===== src/rtl/mem_port_arbiter.sv =====
// Shares one memory port between fetch (IF) and data (MA) with round-robin grant; done pulses 2 cycles after grant at best.
// Requesters are held off via stall_* until their done pulse; a hung access is aborted after TIMEOUT_CYCLES waits.
module mem_port_arbiter #(
  parameter int unsigned TIMEOUT_CYCLES = 255
) (
  input  logic        clk,
  input  logic        reset,
  input  logic        if_req,
  input  logic [31:0] if_addr,
  output logic [31:0] if_rdata,
  output logic        if_done,
  input  logic [1:0]  ma_read,
  input  logic [1:0]  ma_write,
  input  logic [31:0] ma_addr,
  input  logic [31:0] ma_wdata,
  output logic [31:0] ma_rdata,
  output logic        ma_done,
  output logic        stall_if,
  output logic        stall_ma,
  output logic        mem_req,
  output logic        mem_we,
  output logic [1:0]  mem_size,
  output logic [31:0] mem_addr,
  output logic [31:0] mem_wdata,
  input  logic [31:0] mem_rdata,
  input  logic        mem_ready,
  output logic        timeout_err
);

  localparam logic [7:0] TMO = 8'(TIMEOUT_CYCLES);

  typedef enum logic [1:0] {
    IDLE = 2'd0,
    BUSY = 2'd1,
    DONE = 2'd2
  } state_t;

  state_t      state_q, state_d;
  logic        last_ma_q, last_ma_d;
  logic [7:0]  cnt_q, cnt_d;
  logic        terr_q, terr_d;
  logic        req_q, req_d;
  logic        we_q, we_d;
  logic [1:0]  size_q, size_d;
  logic [31:0] addr_q, addr_d;
  logic [31:0] wdata_q, wdata_d;
  logic [31:0] if_rdata_q, if_rdata_d;
  logic [31:0] ma_rdata_q, ma_rdata_d;
  logic        if_done_q, if_done_d;
  logic        ma_done_q, ma_done_d;

  logic        ma_pend;
  logic        ma_is_wr;
  logic        pick_ma;
  logic [7:0]  cnt_inc;
  logic [31:0] rd_val;

  assign ma_pend  = (ma_read != 2'b00) || (ma_write != 2'b00);
  assign ma_is_wr = (ma_write != 2'b00);
  // last_ma_q doubles as "currently granted" while an access is in flight
  assign pick_ma  = ma_pend && (!if_req || !last_ma_q);
  assign cnt_inc  = (cnt_q == 8'hFF) ? cnt_q : cnt_q + 8'd1;

  always_comb begin
    state_d    = state_q;
    last_ma_d  = last_ma_q;
    cnt_d      = cnt_q;
    terr_d     = terr_q;
    req_d      = req_q;
    we_d       = we_q;
    size_d     = size_q;
    addr_d     = addr_q;
    wdata_d    = wdata_q;
    if_rdata_d = if_rdata_q;
    ma_rdata_d = ma_rdata_q;
    if_done_d  = if_done_q;
    ma_done_d  = ma_done_q;
    rd_val     = 32'h0;

    unique case (state_q)
      IDLE: begin
        if (if_req || ma_pend) begin
          state_d   = BUSY;
          req_d     = 1'b1;
          cnt_d     = 8'h00;
          last_ma_d = pick_ma;
          if (pick_ma) begin
            we_d    = ma_is_wr;
            size_d  = ma_is_wr ? ma_write : ma_read;
            addr_d  = ma_addr;
            wdata_d = ma_wdata;
          end else begin
            we_d    = 1'b0;
            size_d  = 2'b11;
            addr_d  = if_addr;
            wdata_d = 32'h0;
          end
        end
      end
      BUSY: begin
        // mem_ready wins over a timeout landing on the same cycle
        if (mem_ready || (cnt_inc == TMO)) begin
          state_d = DONE;
          req_d   = 1'b0;
          if (mem_ready && !we_q) begin
            rd_val = mem_rdata;
          end
          if (!mem_ready) begin
            terr_d = 1'b1;
            cnt_d  = cnt_inc;
          end
          if (last_ma_q) begin
            ma_done_d  = 1'b1;
            ma_rdata_d = rd_val;
          end else begin
            if_done_d  = 1'b1;
            if_rdata_d = rd_val;
          end
        end else begin
          cnt_d = cnt_inc;
        end
      end
      DONE: begin
        state_d   = IDLE;
        if_done_d = 1'b0;
        ma_done_d = 1'b0;
      end
      default: begin
        state_d = IDLE;
      end
    endcase
  end

  always_ff @(posedge clk) begin
    if (reset) begin
      state_q    <= IDLE;
      last_ma_q  <= 1'b0;
      cnt_q      <= 8'h00;
      terr_q     <= 1'b0;
      req_q      <= 1'b0;
      we_q       <= 1'b0;
      size_q     <= 2'b00;
      addr_q     <= 32'h0;
      wdata_q    <= 32'h0;
      if_rdata_q <= 32'h0;
      ma_rdata_q <= 32'h0;
      if_done_q  <= 1'b0;
      ma_done_q  <= 1'b0;
    end else begin
      state_q    <= state_d;
      last_ma_q  <= last_ma_d;
      cnt_q      <= cnt_d;
      terr_q     <= terr_d;
      req_q      <= req_d;
      we_q       <= we_d;
      size_q     <= size_d;
      addr_q     <= addr_d;
      wdata_q    <= wdata_d;
      if_rdata_q <= if_rdata_d;
      ma_rdata_q <= ma_rdata_d;
      if_done_q  <= if_done_d;
      ma_done_q  <= ma_done_d;
    end
  end

  assign if_rdata    = if_rdata_q;
  assign if_done     = if_done_q;
  assign ma_rdata    = ma_rdata_q;
  assign ma_done     = ma_done_q;
  assign mem_req     = req_q;
  assign mem_we      = we_q;
  assign mem_size    = size_q;
  assign mem_addr    = addr_q;
  assign mem_wdata   = wdata_q;
  assign timeout_err = terr_q;
  assign stall_if    = if_req && !if_done_q;
  assign stall_ma    = ma_pend && !ma_done_q;

endmodule


===== config.mk =====
export PLATFORM = sky130hd
export DESIGN_NAME = mem_port_arbiter
export DESIGN_NICKNAME = d
export VERILOG_FILES = /design/src/rtl/mem_port_arbiter.sv
export SDC_FILE = /design/constraint.sdc
export NUM_CORES = 1
export LEC_CHECK = 0
export BUFFER_PORTS_ARGS = -buffer_cell sky130_fd_sc_hd__clkbuf_2
export CAP_MARGIN = 10
export CORE_MARGIN = 2
export CORE_UTILIZATION = 50
export CTS_CLUSTER_DIAMETER = 60
export CTS_CLUSTER_SIZE = 8
export DETAILED_ROUTE_END_ITERATION = 6
export GPL_ROUTABILITY_DRIVEN = 0
export GPL_TIMING_DRIVEN = 0
export HOLD_SLACK_MARGIN = 0.1
export PLACE_DENSITY = 0.85
export REMOVE_ABC_BUFFERS = 1
export SLEW_MARGIN = 20
export SYNTH_ARGS = -nofsm -noshare
export SYNTH_HDL_FRONTEND = slang
export SYNTH_SLANG_ARGS = --single-unit

===== constraint.sdc =====
create_clock -name clk -period 3.6 [get_ports clk]
set_input_delay 0.54 -clock clk [delete_from_list [all_inputs] [get_ports clk]]
set_output_delay 0.54 -clock clk [all_outputs]
set_load 0.03 [all_outputs]

Word level (Yosys, flattened, before mapping):

Index checks and enable logic that the tools add are counted.

* $add $sub $neg: 1
* equality and inequality tests: 9
* multiplexer cells: 23
* bitwise gates (word level): 2
* reductions and logical operators: 27

Operators with widths (number)
* $mux W32: 3
* $mux W8: 4
* $reduce_and A3 Y1: 7
* $eq A8 B8 Y1 const B: 2
* $pmux W8 S2: 1
* $add A8 B1 Y8 const B: 1
* $mux W2: 4
* $ne A2 B2 Y1 const B: 4
* $reduce_bool A2 Y1: 4
* $mux W1: 7
* $pmux W1 S2: 3
* $logic_not A1 Y1: 5
* $logic_and A1 B1 Y1: 4
* $logic_or A1 B1 Y1: 4
* $pmux W2 S2: 1
* $reduce_and A2 Y1: 2
* $ne A3 B3 Y1 const B: 1
* $eq A2 B1 Y1 const B: 1
* $eq A2 B2 Y1 const B: 1
* $logic_not A2 Y1: 1
* $not A1 Y1: 2

* flip-flop bits (word level): 146
* input port bits: 136
* output and inout port bits: 137
* word-level logic and storage cells: 75

Longest topological paths before layout:

* depth after elaboration: 6
* gate-level depth with buffers: 9
* depth with buffers taken out: 6

Worst setup path before layout:

OpenSTA, ideal clock, no wires.

* path type: register -> register
* from: register cnt_q[0]
* to: register ma_rdata_q[10] (netlist: ma_rdata[10])
* setup time: 0.120 ns
* arrival time: 1.883 ns
* required time: 3.480 ns
* setup slack: 1.597 ns
* stages on the path, launching flop included: 10
* buffers on the path: 3
* period minus slack after synthesis: 2.003 ns
* path through: dfxtp_1 ha_1 buf_2 and4_4 nand3_2 a221oi_4 o21bai_2 buf_6 buf_6 mux2i_1

* cells in the longest elaborated chain, start to end: 5
* elaborated cells between the ends (all ways): 6
* those cells by class: add/sub (1); eq/ne (2); mux (1); reduce/logical (2)

RTL lines
* start, declared: line 40 `logic [7:0] cnt_q, cnt_d;`
* start signal, assigned: line 152 `cnt_q <= cnt_d;`
* $add A8 B1 Y8 / $eq A8 B8 Y1 (equally long branches): line 62 `assign cnt_inc = (cnt_q == 8'hFF) ? cnt_q : cnt_q + 8'd1;`
* $mux W8 *: line 62
* $eq A8 B8 Y1 *: line 102 `if (mem_ready || (cnt_inc == TMO)) begin`
* $logic_or A1 B1 Y1 *: line 102
* $reduce_and A3 Y1 (no source line) *
* end signal, assigned: line 160 `ma_rdata_q <= ma_rdata_d;`
* end, declared: line 48 `logic [31:0] ma_rdata_q, ma_rdata_d;`

Mark *: on every way between the ends. The rest lies on a longest branch, timed or not.
A chain may end at the register's enable or synchronous reset.

Final worst setup path:

* from: register cnt_q[0]
* to: register if_rdata_q[24] (netlist: if_rdata[24])

* cells in the longest elaborated chain, start to end: 5
* elaborated cells between the ends (all ways): 6
* those cells by class: add/sub (1); eq/ne (2); mux (1); reduce/logical (2)

RTL lines
* $add A8 B1 Y8 / $eq A8 B8 Y1 (equally long branches): line 62
* $mux W8 *: line 62
* $eq A8 B8 Y1 *: line 102
* $logic_or A1 B1 Y1 *: line 102
* $reduce_and A3 Y1 (no source line) *
* end signal, assigned: line 159 `if_rdata_q <= if_rdata_d;`
* end, declared: line 47 `logic [31:0] if_rdata_q, if_rdata_d;`

Marked as above.

==> metrics.txt <==
Worst-Skew Late Latency 410 ps; Reg-to-Reg Start cnt_q[0]$_SDFFE_PP0P_; synth top area cells dfxtp_1 50%, mux2i_1 17%, nand2_1 7.1%; sequential fraction of the synthesis area 50.5%; Min Clock Period, post-route 2550 ps; Clock Sinks 146; HP Class in2reg; pwr dens 523 mW/mm^2; Worst Hold Launch ma_wdata[18]; root buf cell clkbuf_16; cell taking the most area after synthesis dfxtp_1; type of the worst setup path reg2reg; first-pass GRT wire length 24000 um; Synth Instances 605; Initial Util 50.9%; hold slack 375 ps; antenna cells 0; Final Max Slew Viols 0; die width 112 um; GRT overflow 0; Final HPWL DP 11000 um; placed cells 985; number of global-route vias before repair 5022; I/O pin count 273; Crit. End Element flip-flop; ys flop type dfxtp_1; Worst-Margin Slew 772 ps; dpl ws 546 ps; CP arrival 2870 ps; Vias per Instance 5.23; Critical Path Source cnt_q[0]$_SDFFE_PP0P_; flops & latches, synth 146; most frequent cells in the layout 271 x clkbuf_2, 146 x dfxtp_1, 109 x nand2_1, 99 x mux2i_1, 83 x nor2_1; First-pass DRT Iterations 5; final hold vios 0; Reg clk slew, reported paths 60 ps; Site Rows 39; max_cap viols 0; largest net degree at the start of global routing 69; post-CTS setup buffers 0; Nets 998; Layout area overhead 35.9%; Unique masters post-synth 42; Rel. slew slack 48.4%; FFs w/ async S/R, synth 0%; final setup margin 1050 ps; crit-path max FO 17; final wirelength 14900 um; Yosys warning total 0; Cell Count, Final, Fillers Out 1015; DRC viols 0; First DRT Iteration DRCs 337; Fin Clk Skew 9.73 ps; Netlist Area Pre-Place 0.00579 sq mm; CTS tree built; number of buffers added on ports 272; Hold-fix buffers, CTS 0; outcome finished, final reports clean; initial antenna violation count 0; leading cell type in the layout, fill and taps excluded clkbuf_2; Syn Area/Cell 9.57 sq um; share of the synthesized area in the top cell type 50.5%; WP data required 3930 ps; Post-CTS Resized 0; die height 112 um; CP startpoint kind flip-flop; die area 0.0125 sq mm; CTS H-tree lvls 4; unrepaired setup endpoints after global routing no; EDFF count, synth 0; Finish-stage setup viols 0; Clock Path Buffers 2; total CTS buffers 17; wire length per cell 14.7 um; layout cell share with drive strength beyond 1 36.9%; Leak 3.96 nW; GRT Total Usage 23.8%; peak supply drop 0.000362 V; core footprint 0.0114 sq mm; Max Clock Freq 0.393 GHz; Routed Antenna Nets 0; via count 5304; period utilization 70.7%
cell families after synthesis:
kind of cell / Yosys count / synth area share, %
AO/OA/AOI/OAI: 90 / 12.0
AND/OR/NAND/NOR: 219 / 15.8
multiplexers: 99 / 17.1
adder cells (fa/ha/maj): 1 / 0.216
flip-flops: 146 / 50.5
buffers and inverters: 49 / 4.26
XOR/XNOR: 1 / 0.151
final timing paths:
kind                                                   end  slack, ps  depth (start not counted)
worst max-delay path             if_rdata[24]$_SDFFE_PP0P_       1050                          8
worst min-delay path            mem_wdata[18]$_SDFFE_PP0P_        380                          3
worst max register to register   if_rdata[24]$_SDFFE_PP0P_       1050                          8
worst min register to register   ma_rdata[29]$_SDFFE_PP0P_        460                          2
power breakdown:
part	internal [mW]	switching, mW
Combinational	0.275	0.478
Clock	0.973	0.620
Sequential	1.72	0.0557
Total	2.96	1.15
worst max-delay path, stage by stage (launching register included):
cell and delay, ps:
dfxtp_1 460, ha_1 360, and4_4 310, nand3_2 100, a221oi_4 440, o21ai_4 210, buf_8 210, buf_16 170
mux2i_1 180
stage by stage:
stage                     power [mW]  instance area (sq um)  util, %  TNS, ps
final                           4.12                   7870     69.2        0
after global routing            4.28                   7870     69.2        0
after CTS                       4.15                   7870     69.2        0
after detailed placement        2.56                   7340     64.5        0
after global placement          2.52                   7100     62.4  -148290
after floorplan                 2.27                   5560        -        0
final cells by class:
class,count,area [sq um]
sequential,146,2920
clock buffer,24,472
timing repair buffer,282,1570
clock inverter,6,57.6
fill,920,3500
tap,143,179
inverter,4,17.5
multi-input combinational,410,2650
metal layers:
metal  wire (um)  track usage [%]  vias to the layer above
met5           0                0                        -
met4         389             10.9                        0
met3        1010             6.91                       31
met2        7280             40.6                      220
met1        6230             27.7                     2443
li1            -                -                     2610
registers in the layout (all words and copies together), names as in the netlist, 2 cells and up:
| name | count |
|---|---|
| cnt_q | 8 |
| if_rdata | 32 |
| ma_rdata | 32 |
| mem_addr | 32 |
| mem_size | 2 |
| mem_wdata | 32 |
| state_q | 2 |
synth_stat cells (2+ instances only):
| library cell | number |
|---|---|
| a211oi_1 | 33 |
| nand2b_1 | 3 |
| dfxtp_1 | 146 |
| mux2i_1 | 99 |
| a311oi_1 | 2 |
| nand3_1 | 5 |
| o21ai_0 | 3 |
| a31oi_1 | 2 |
| and4b_1 | 2 |
| nand3b_1 | 2 |
| nor3b_1 | 2 |
| o221ai_1 | 2 |
| buf_6 | 4 |
| a22oi_1 | 34 |
| nor2_1 | 83 |
| nand2_1 | 110 |
| buf_2 | 5 |
| nor3_1 | 3 |
| buf_1 | 2 |
| inv_1 | 3 |
| buf_4 | 7 |
| clkbuf_1 | 27 |
| a21oi_1 | 7 |
Power figures use the tool's default switching activity.
